## src/rtl/sub_pipe_pkg.sv

```systemverilog
// Shared definitions for the sub_pipe signed subtractor: default widths,
// the signed data type, saturation limits and the overflow-detect helper.
package sub_pipe_pkg;

  localparam int DW_DEF = 16;
  localparam int CW_DEF = 16;

  typedef logic signed [DW_DEF-1:0] data_t;

  localparam data_t SMAX = 16'sh7FFF;
  localparam data_t SMIN = 16'sh8000;

  // Overflow when the two MSBs of the sign-extended (DW+1)-bit difference disagree
  function automatic logic ovf_detect(input logic [1:0] top2);
    return top2[1] ^ top2[0];
  endfunction

endpackage

```

## src/rtl/pipe_stage.sv

```systemverilog
// Generic valid/ready register slice of width W; holds its contents while
// the downstream stalls and loads whenever it is empty or being drained.
module pipe_stage #(
  parameter int W = 8
) (
  input  logic         clk,
  input  logic         rst,
  input  logic         in_valid,
  output logic         in_ready,
  input  logic [W-1:0] din,
  output logic         out_valid,
  input  logic         out_ready,
  output logic [W-1:0] dout
);

  assign in_ready = !out_valid || out_ready;

  // Data only updates on a real transfer so a bubble never disturbs dout
  always_ff @(posedge clk or posedge rst) begin
    if (rst) begin
      out_valid <= 1'b0;
      dout      <= '0;
    end else if (in_ready) begin
      out_valid <= in_valid;
      if (in_valid) dout <= din;
    end
  end

endmodule

```

## src/rtl/sub_pipe.sv

```systemverilog
// Two-stage back-pressured signed subtractor dout = dina - dinb with overflow
// flag and saturating overflow counter. Define SUB_PIPE_SAT_EN to clamp on overflow.
module sub_pipe
  import sub_pipe_pkg::*;
#(
  parameter int DW = DW_DEF,
  parameter int CW = CW_DEF
) (
  input  logic          clk,
  input  logic          rst,
  input  logic          in_valid,
  output logic          in_ready,
  input  logic [DW-1:0] dina,
  input  logic [DW-1:0] dinb,
  output logic          out_valid,
  input  logic          out_ready,
  output logic [DW-1:0] dout,
  output logic          ovf,
  output logic [CW-1:0] ovf_cnt,
  input  logic          cnt_clr
);

  logic            s1_v;
  logic            s1_ready;
  logic            s2_load;
  logic [2*DW-1:0] s1_q;
  logic [DW:0]     s2_q;
  logic [DW-1:0]   opa;
  logic [DW-1:0]   opb;
  logic [DW:0]     diff;
  logic            ovf_w;
  logic [DW-1:0]   res;

  pipe_stage #(.W(2*DW)) u_s1 (
    .clk       (clk),
    .rst       (rst),
    .in_valid  (in_valid),
    .in_ready  (s1_ready),
    .din       ({dina, dinb}),
    .out_valid (s1_v),
    .out_ready (s2_load),
    .dout      (s1_q)
  );

  assign opa   = s1_q[2*DW-1:DW];
  assign opb   = s1_q[DW-1:0];
  assign diff  = {opa[DW-1], opa} - {opb[DW-1], opb};
  assign ovf_w = ovf_detect(diff[DW:DW-1]);

`ifdef SUB_PIPE_SAT_EN
  localparam logic [DW-1:0] SAT_MAX = {1'b0, {(DW-1){1'b1}}};
  localparam logic [DW-1:0] SAT_MIN = {1'b1, {(DW-1){1'b0}}};

  always_comb begin
    res = diff[DW-1:0];
    if (ovf_w) res = opa[DW-1] ? SAT_MIN : SAT_MAX;
  end
`else
  assign res = diff[DW-1:0];
`endif

  pipe_stage #(.W(DW+1)) u_s2 (
    .clk       (clk),
    .rst       (rst),
    .in_valid  (s1_v),
    .in_ready  (s2_load),
    .din       ({ovf_w, res}),
    .out_valid (out_valid),
    .out_ready (out_ready),
    .dout      (s2_q)
  );

  assign ovf      = s2_q[DW];
  assign dout     = s2_q[DW-1:0];
  assign in_ready = s1_ready && !rst;

  // Counts delivered overflowed results; clear wins over a same-cycle increment
  always_ff @(posedge clk or posedge rst) begin
    if (rst) begin
      ovf_cnt <= '0;
    end else if (cnt_clr) begin
      ovf_cnt <= '0;
    end else if (out_valid && out_ready && ovf && (ovf_cnt != {CW{1'b1}})) begin
      ovf_cnt <= ovf_cnt + CW'(1);
    end
  end

endmodule
```

## config.mk

```make
export PLATFORM = sky130hd
export DESIGN_NAME = sub_pipe
export DESIGN_NICKNAME = d
export VERILOG_FILES = /design/src/rtl/sub_pipe_pkg.sv /design/src/rtl/pipe_stage.sv /design/src/rtl/sub_pipe.sv
export SDC_FILE = /design/constraint.sdc
export NUM_CORES = 1
export LEC_CHECK = 0
export CORE_ASPECT_RATIO = 0.5
export CORE_UTILIZATION = 47
export DETAILED_ROUTE_END_ITERATION = 10
export PLACE_DENSITY = 0.84
export SETUP_SLACK_MARGIN = 0.02
export SLEW_MARGIN = 20
export SYNTH_ARGS = -nofsm -noshare
export SYNTH_HDL_FRONTEND = slang
export SYNTH_SLANG_ARGS = --single-unit
```

## constraint.sdc

```tcl
create_clock -name clk -period 4.35 [get_ports clk]
set_clock_uncertainty 0.2 [all_clocks]
set_input_delay 0.435 -clock clk [delete_from_list [all_inputs] [get_ports clk]]
set_output_delay 0.435 -clock clk [all_outputs]
set_load 0.005 [all_outputs]
```

-- Yosys cells after proc, flatten, opt, wreduce, memory -nomap -nowiden
Index checks and enable logic that the tools add are counted.
- bits in registers: 67
- bits of input ports: 37
- logic and storage cells: 23
- add/subtract/negate cells: 2
- eq/ne operators: 1
- multiplexer cells: 2
- bitwise logic cells: 1
- reductions and logical operators: 12
- operators by type and width (cell ; count):
    $mux W16 ; 2
    $sub A16 B16 Y17 ; 1
    $add A16 B1 Y16 const B ; 1
    $ne A16 B16 Y1 const B ; 1
    $logic_and A1 B1 Y1 ; 4
    $reduce_and A2 Y1 ; 2
    $logic_not A1 Y1 ; 3
    $logic_or A1 B1 Y1 ; 2
    $reduce_bool A2 Y1 ; 1
    $xor A1 B1 Y1 ; 1

-- Longest topological paths before layout
- depth after elaboration: 5
- mapped depth: 9
- mapped depth without buffers: 9

-- Hierarchy
Synthesis repeated with hierarchy kept, for this count alone.
- cell total of the unflattened synthesis: 310
- area, all modules: 3729.8 sq um
- modules (own cells, without submodules) (module ; instances ; cells an instance ; area each (sq um) ; sequential area each (sq um)):
    sub_pipe ; 1 ; 198 ; 1599.0 ; 400.4
    pipe_stage at u_s1 ; 1 ; 72 ; 1395.1 ; 825.8
    pipe_stage at u_s2 ; 1 ; 40 ; 735.7 ; 450.4

-- Worst setup path after synthesis
No wires, ideal clock.
- path type: register -> register
- start: register u_s1.dout[0]
- end: register u_s2.dout[14]
- data arrival time: 2002 ps
- data required time: 4046 ps
- path slack: 2044 ps
- cell stages (with the launch flop): 9
- path buffers: 0
- period minus slack after synthesis: 2306 ps
- path through: dfrtp_1 > ha_1 > fa_1 > nand2b_1 > a211oi_2 > o21bai_1 > a2111oi_0 > a31oi_1 > o311ai_1
- word-level cells in the longest chain between the ends: 1
- RTL lines (element ; line ; RTL):
    from (decl) ; pipe_stage.sv:13 ; output logic [W-1:0] dout
    from (signal assigned) ; pipe_stage.sv:25 ; if (in_valid) dout <= din;
    $sub A16 B16 Y17 ; sub_pipe.sv:47 ; assign diff = {opa[DW-1], opa} - {opb[DW-1], opb};
    to (signal assigned) ; pipe_stage.sv:25 ;
    to (decl) ; pipe_stage.sv:13 ;
No other way between the ends.
A chain may end at the register's enable or synchronous reset.

-- Final worst setup path
Same ends and word-level chain as after synthesis.

==> out/metrics.cfg <==
[run_status]
status = completed

[global_routing]
grt_pass1_wl_mm = 12.3
grt_pass1_vias = 2528
grt_max_degree = 49
grt-ovfl-total = 0
grt.total_usage_pct = 19.7
antenna_found_initial = 0

[worst_setup_path]
r2r-end = u_s2.dout[14]$_DFFE_PP0P_
cp_max_fo = 4
crit_type = register to register
cp.arrival_ns = 2.53
cp_slowest_cell = a2111oi_0
regToRegSetupSlack_ns = 1.85
worstPathRequired_ns = 4.37
r2r_cells = 8
critical_path.startpoint_type = register
endpoint_kind = register
cpPeakStageDelay_ns = 0.44
r2r_start = u_s1.dout[0]$_DFFE_PP0P_
path_cells = ha_1 > fa_1 > nand2b_1 > a211oi_2 > o21bai_1 > a2111oi_0 > a31oi_1 > o311ai_1

[power_and_ir_drop]
power_switching_uw = 648
finalPower_mw = 2.16
pwr-share-clk_pct = 29.4
leakage_nw = 1.97
comb_power_share_pct = 32.4
p_int_mw = 1.51
p_seq_share_pct = 38.1
sw_frac_of_total_pct = 30.0
p_per_area_nw_per_um2 = 470
ir_worst_vdd_mv = 0.242

[layout]
antennaDiodeCount = 0
finalNonFillerCells = 509
fin_util_pct = 65.9
drive_above_1_share_pct = 13.9
nFillCells = 538
area_delta_synth_final_pct = 30.5
nNetsFinal = 468

[worst_hold_path]
hold_depth = 2
hold_class = register to register
min-delay-start = u_s2.dout[4]$_DFFE_PP0P_
hold_path_end = u_s2.dout[4]$_DFFE_PP0P_

[clock_tree]
clockBufferDepth = 2
cts_root_buf = clkbuf_16
htree_levels = 3
cts_hold_buffers = 0
clock-sinks = 67
cts_resized = 0
path_clk_slew_ns = 0.05
cts_tree = built
clk_latency_ns = 0.32
post_cts_buffers = 0
cts_buffers = 9

[synthesis]
yosys_warnings = 0
ys_seq_area_share_pct = 47.6
synth_top_family_by_area = compound AO/OA/AOI/OAI gates
async_flop_share_pct = 100
synthFlopType = dfrtp_1
synthXorXnorAreaFrac_pct = 5.72
synthTopCellsByArea = dfrtp_1 (48%), mux2_2 (10%), ha_1 (6.0%), nand2_1 (3.6%), o21ai_0 (3.4%)
synth.top_cell.area_share_pct = 47.6
yosys.area_share.simple_pct = 12.4
synth-seq-cells = 67
yosys.cell_types.count = 43
synth-adder-area-share_pct = 6.61
syn-instance-count = 336
synth_nets = 391
postSynthAreaPerCell_um2 = 10.5
yosys-mux-area-fraction_pct = 10.5
synth_area_um2 = 3520
synth_compound_area_share_pct = 13.5
synth_top_area_cell = dfrtp_1
synth_edf_count = 0

[drt]
vias = 2644
viasPerCell = 5.19
drc = 0
totalWireLength_mm = 7.01
ant_nets = 0
avgRoutedWirePerCell_um = 13.8
drt_iter0_drc = 162
drt_first_pass_iters = 4

[sta]
fin_crit_ns = 2.50
fin_hold_ws_ns = 0.282
relSlewSlack_pct = 46.0
setup-violations-final = 0
worstMarginPinSlew_ns = 0.810
max_freq_ghz = 0.399
rsz0062_at_grt = false
fin_tns_setup_ns = 0
drv_slew = 0
final_hold_viol_count = 0
fin_crit_sh_pct = 57.5

[flow_run]
cap_violations = 0

[floorplan]
placementRows = 21
pin_count = 72
dieArea_um2 = 7860
die_w_um = 124
core_um2 = 6960
die_h_um = 63.2
start_util_pct = 50.5

[placement]
place.gp.congestion = 0.831
placement.io_buffers = 71
placed_cells = 494
hpwl_mm = 5.22

==> power by group through the flow <==
| stage | combinational [mW] | sequential, mW | clock [mW] |
|---|---|---|---|
| 4_1_cts | 0.700 | 0.823 | 0.650 |
| 2_1_floorplan | 0.406 | 0.820 | 0 |
| 3_3_place_gp | 0.676 | 0.828 | 0 |
| 6_report | 0.700 | 0.823 | 0.634 |
| 3_5_place_dp | 0.692 | 0.833 | 0 |
| 5_1_grt | 0.771 | 0.839 | 0.676 |
==> synth_stat cells, types with 7 or more instances <==
library cell	count
ha_1	17
o21ai_0	24
xnor2_1	13
inv_1	24
nand2b_1	7
nand2_1	34
nor2_1	21
a21oi_1	19
mux2_2	32
dfrtp_1	67
xor2_1	10
nand3_1	10
==> metal layers <==
metal / share of wire (%) / up-vias / routed length, µm / track usage, %
li1: - / 1319 / - / -
met1: 48 / 1234 / 3390 / 26.9
met2: 45 / 83 / 3140 / 30.4
met3: 5.5 / 8 / 388 / 5.01
met4: 1.2 / 0 / 86 / 7.08
met5: 0 / - / 0 / 0
==> layout by cell type, fill, tap and decap left out, drive strengths merged, types with 7 or more instances in the layout <==
master	instances
xor2	10
a21oi	20
clkdlybuf4s50	71
o21ai	25
inv	23
ha	17
mux2	32
xnor2	13
nor2	21
nand3	10
nand2b	7
nand2	34
dfrtp	67
clkbuf	12
==> worst max path at each step <==
| stage | endpoint | startpoint | slack (ns) |
|---|---|---|---|
| global placement | u_s2.dout[14]$_DFFE_PP0P_ | u_s1.dout[0]$_DFFE_PP0P_ | 1.93 |
| global route | u_s2.dout[14]$_DFFE_PP0P_ | u_s1.dout[0]$_DFFE_PP0P_ | 1.70 |
| CTS | u_s2.dout[14]$_DFFE_PP0P_ | u_s1.dout[0]$_DFFE_PP0P_ | 1.86 |
| floorplan | ovf_cnt[0]$_DFFE_PP0P_ | rst | 2.03 |
| detailed placement | u_s2.dout[14]$_DFFE_PP0P_ | u_s1.dout[0]$_DFFE_PP0P_ | 1.87 |
| finish | u_s2.dout[14]$_DFFE_PP0P_ | u_s1.dout[0]$_DFFE_PP0P_ | 1.85 |
==> kinds of logic after synthesis <==
group	Yosys count
fa+ha+maj	18
simple gates	93
xor+xnor	23
buf+inv	32
flops	67
mux	33
compound gates	70
==> area by class of cell <==
type | count | area (µm²) | share of cell area, %
Multi-Input combinational cell | 237 | 1710 | 37.3
Sequential cell | 67 | 1680 | 36.5
Timing Repair Buffer | 74 | 733 | 16.0
Clock buffer | 12 | 246 | 5.37
Tap cell | 92 | 115 | 2.51
Inverter | 24 | 91.3 | 1.99
Clock inverter | 3 | 15.0 | 0.327
==> sequential cells by signal, indices dropped and copies added (netlist names) <==
signal,flops
u_s2.out_valid,1
u_s1.dout,32
u_s1.out_valid,1
ovf_cnt,16
u_s2.dout,17
==> critical path: cells and delay by family (launching register included) <==
kind | cells | cell delay (ns)
AO/OA/AOI/OAI | 5 | 0.99
flip-flops | 1 | 0.38
AND/OR/NAND/NOR | 1 | 0.21
adder cells (fa/ha/maj) | 2 | 0.62
==> through the flow <==
| stage | instance area, µm² | setup WS (ns) |
|---|---|---|
| after floorplan | 3520 | 2.03 |
| after global placement | 4330 | 1.93 |
| after detailed placement | 4330 | 1.87 |
| after CTS | 4590 | 1.86 |
| after global routing | 4590 | 1.70 |
| final | 4590 | 1.85 |
Note: power is estimated with default switching activity, not from simulation.
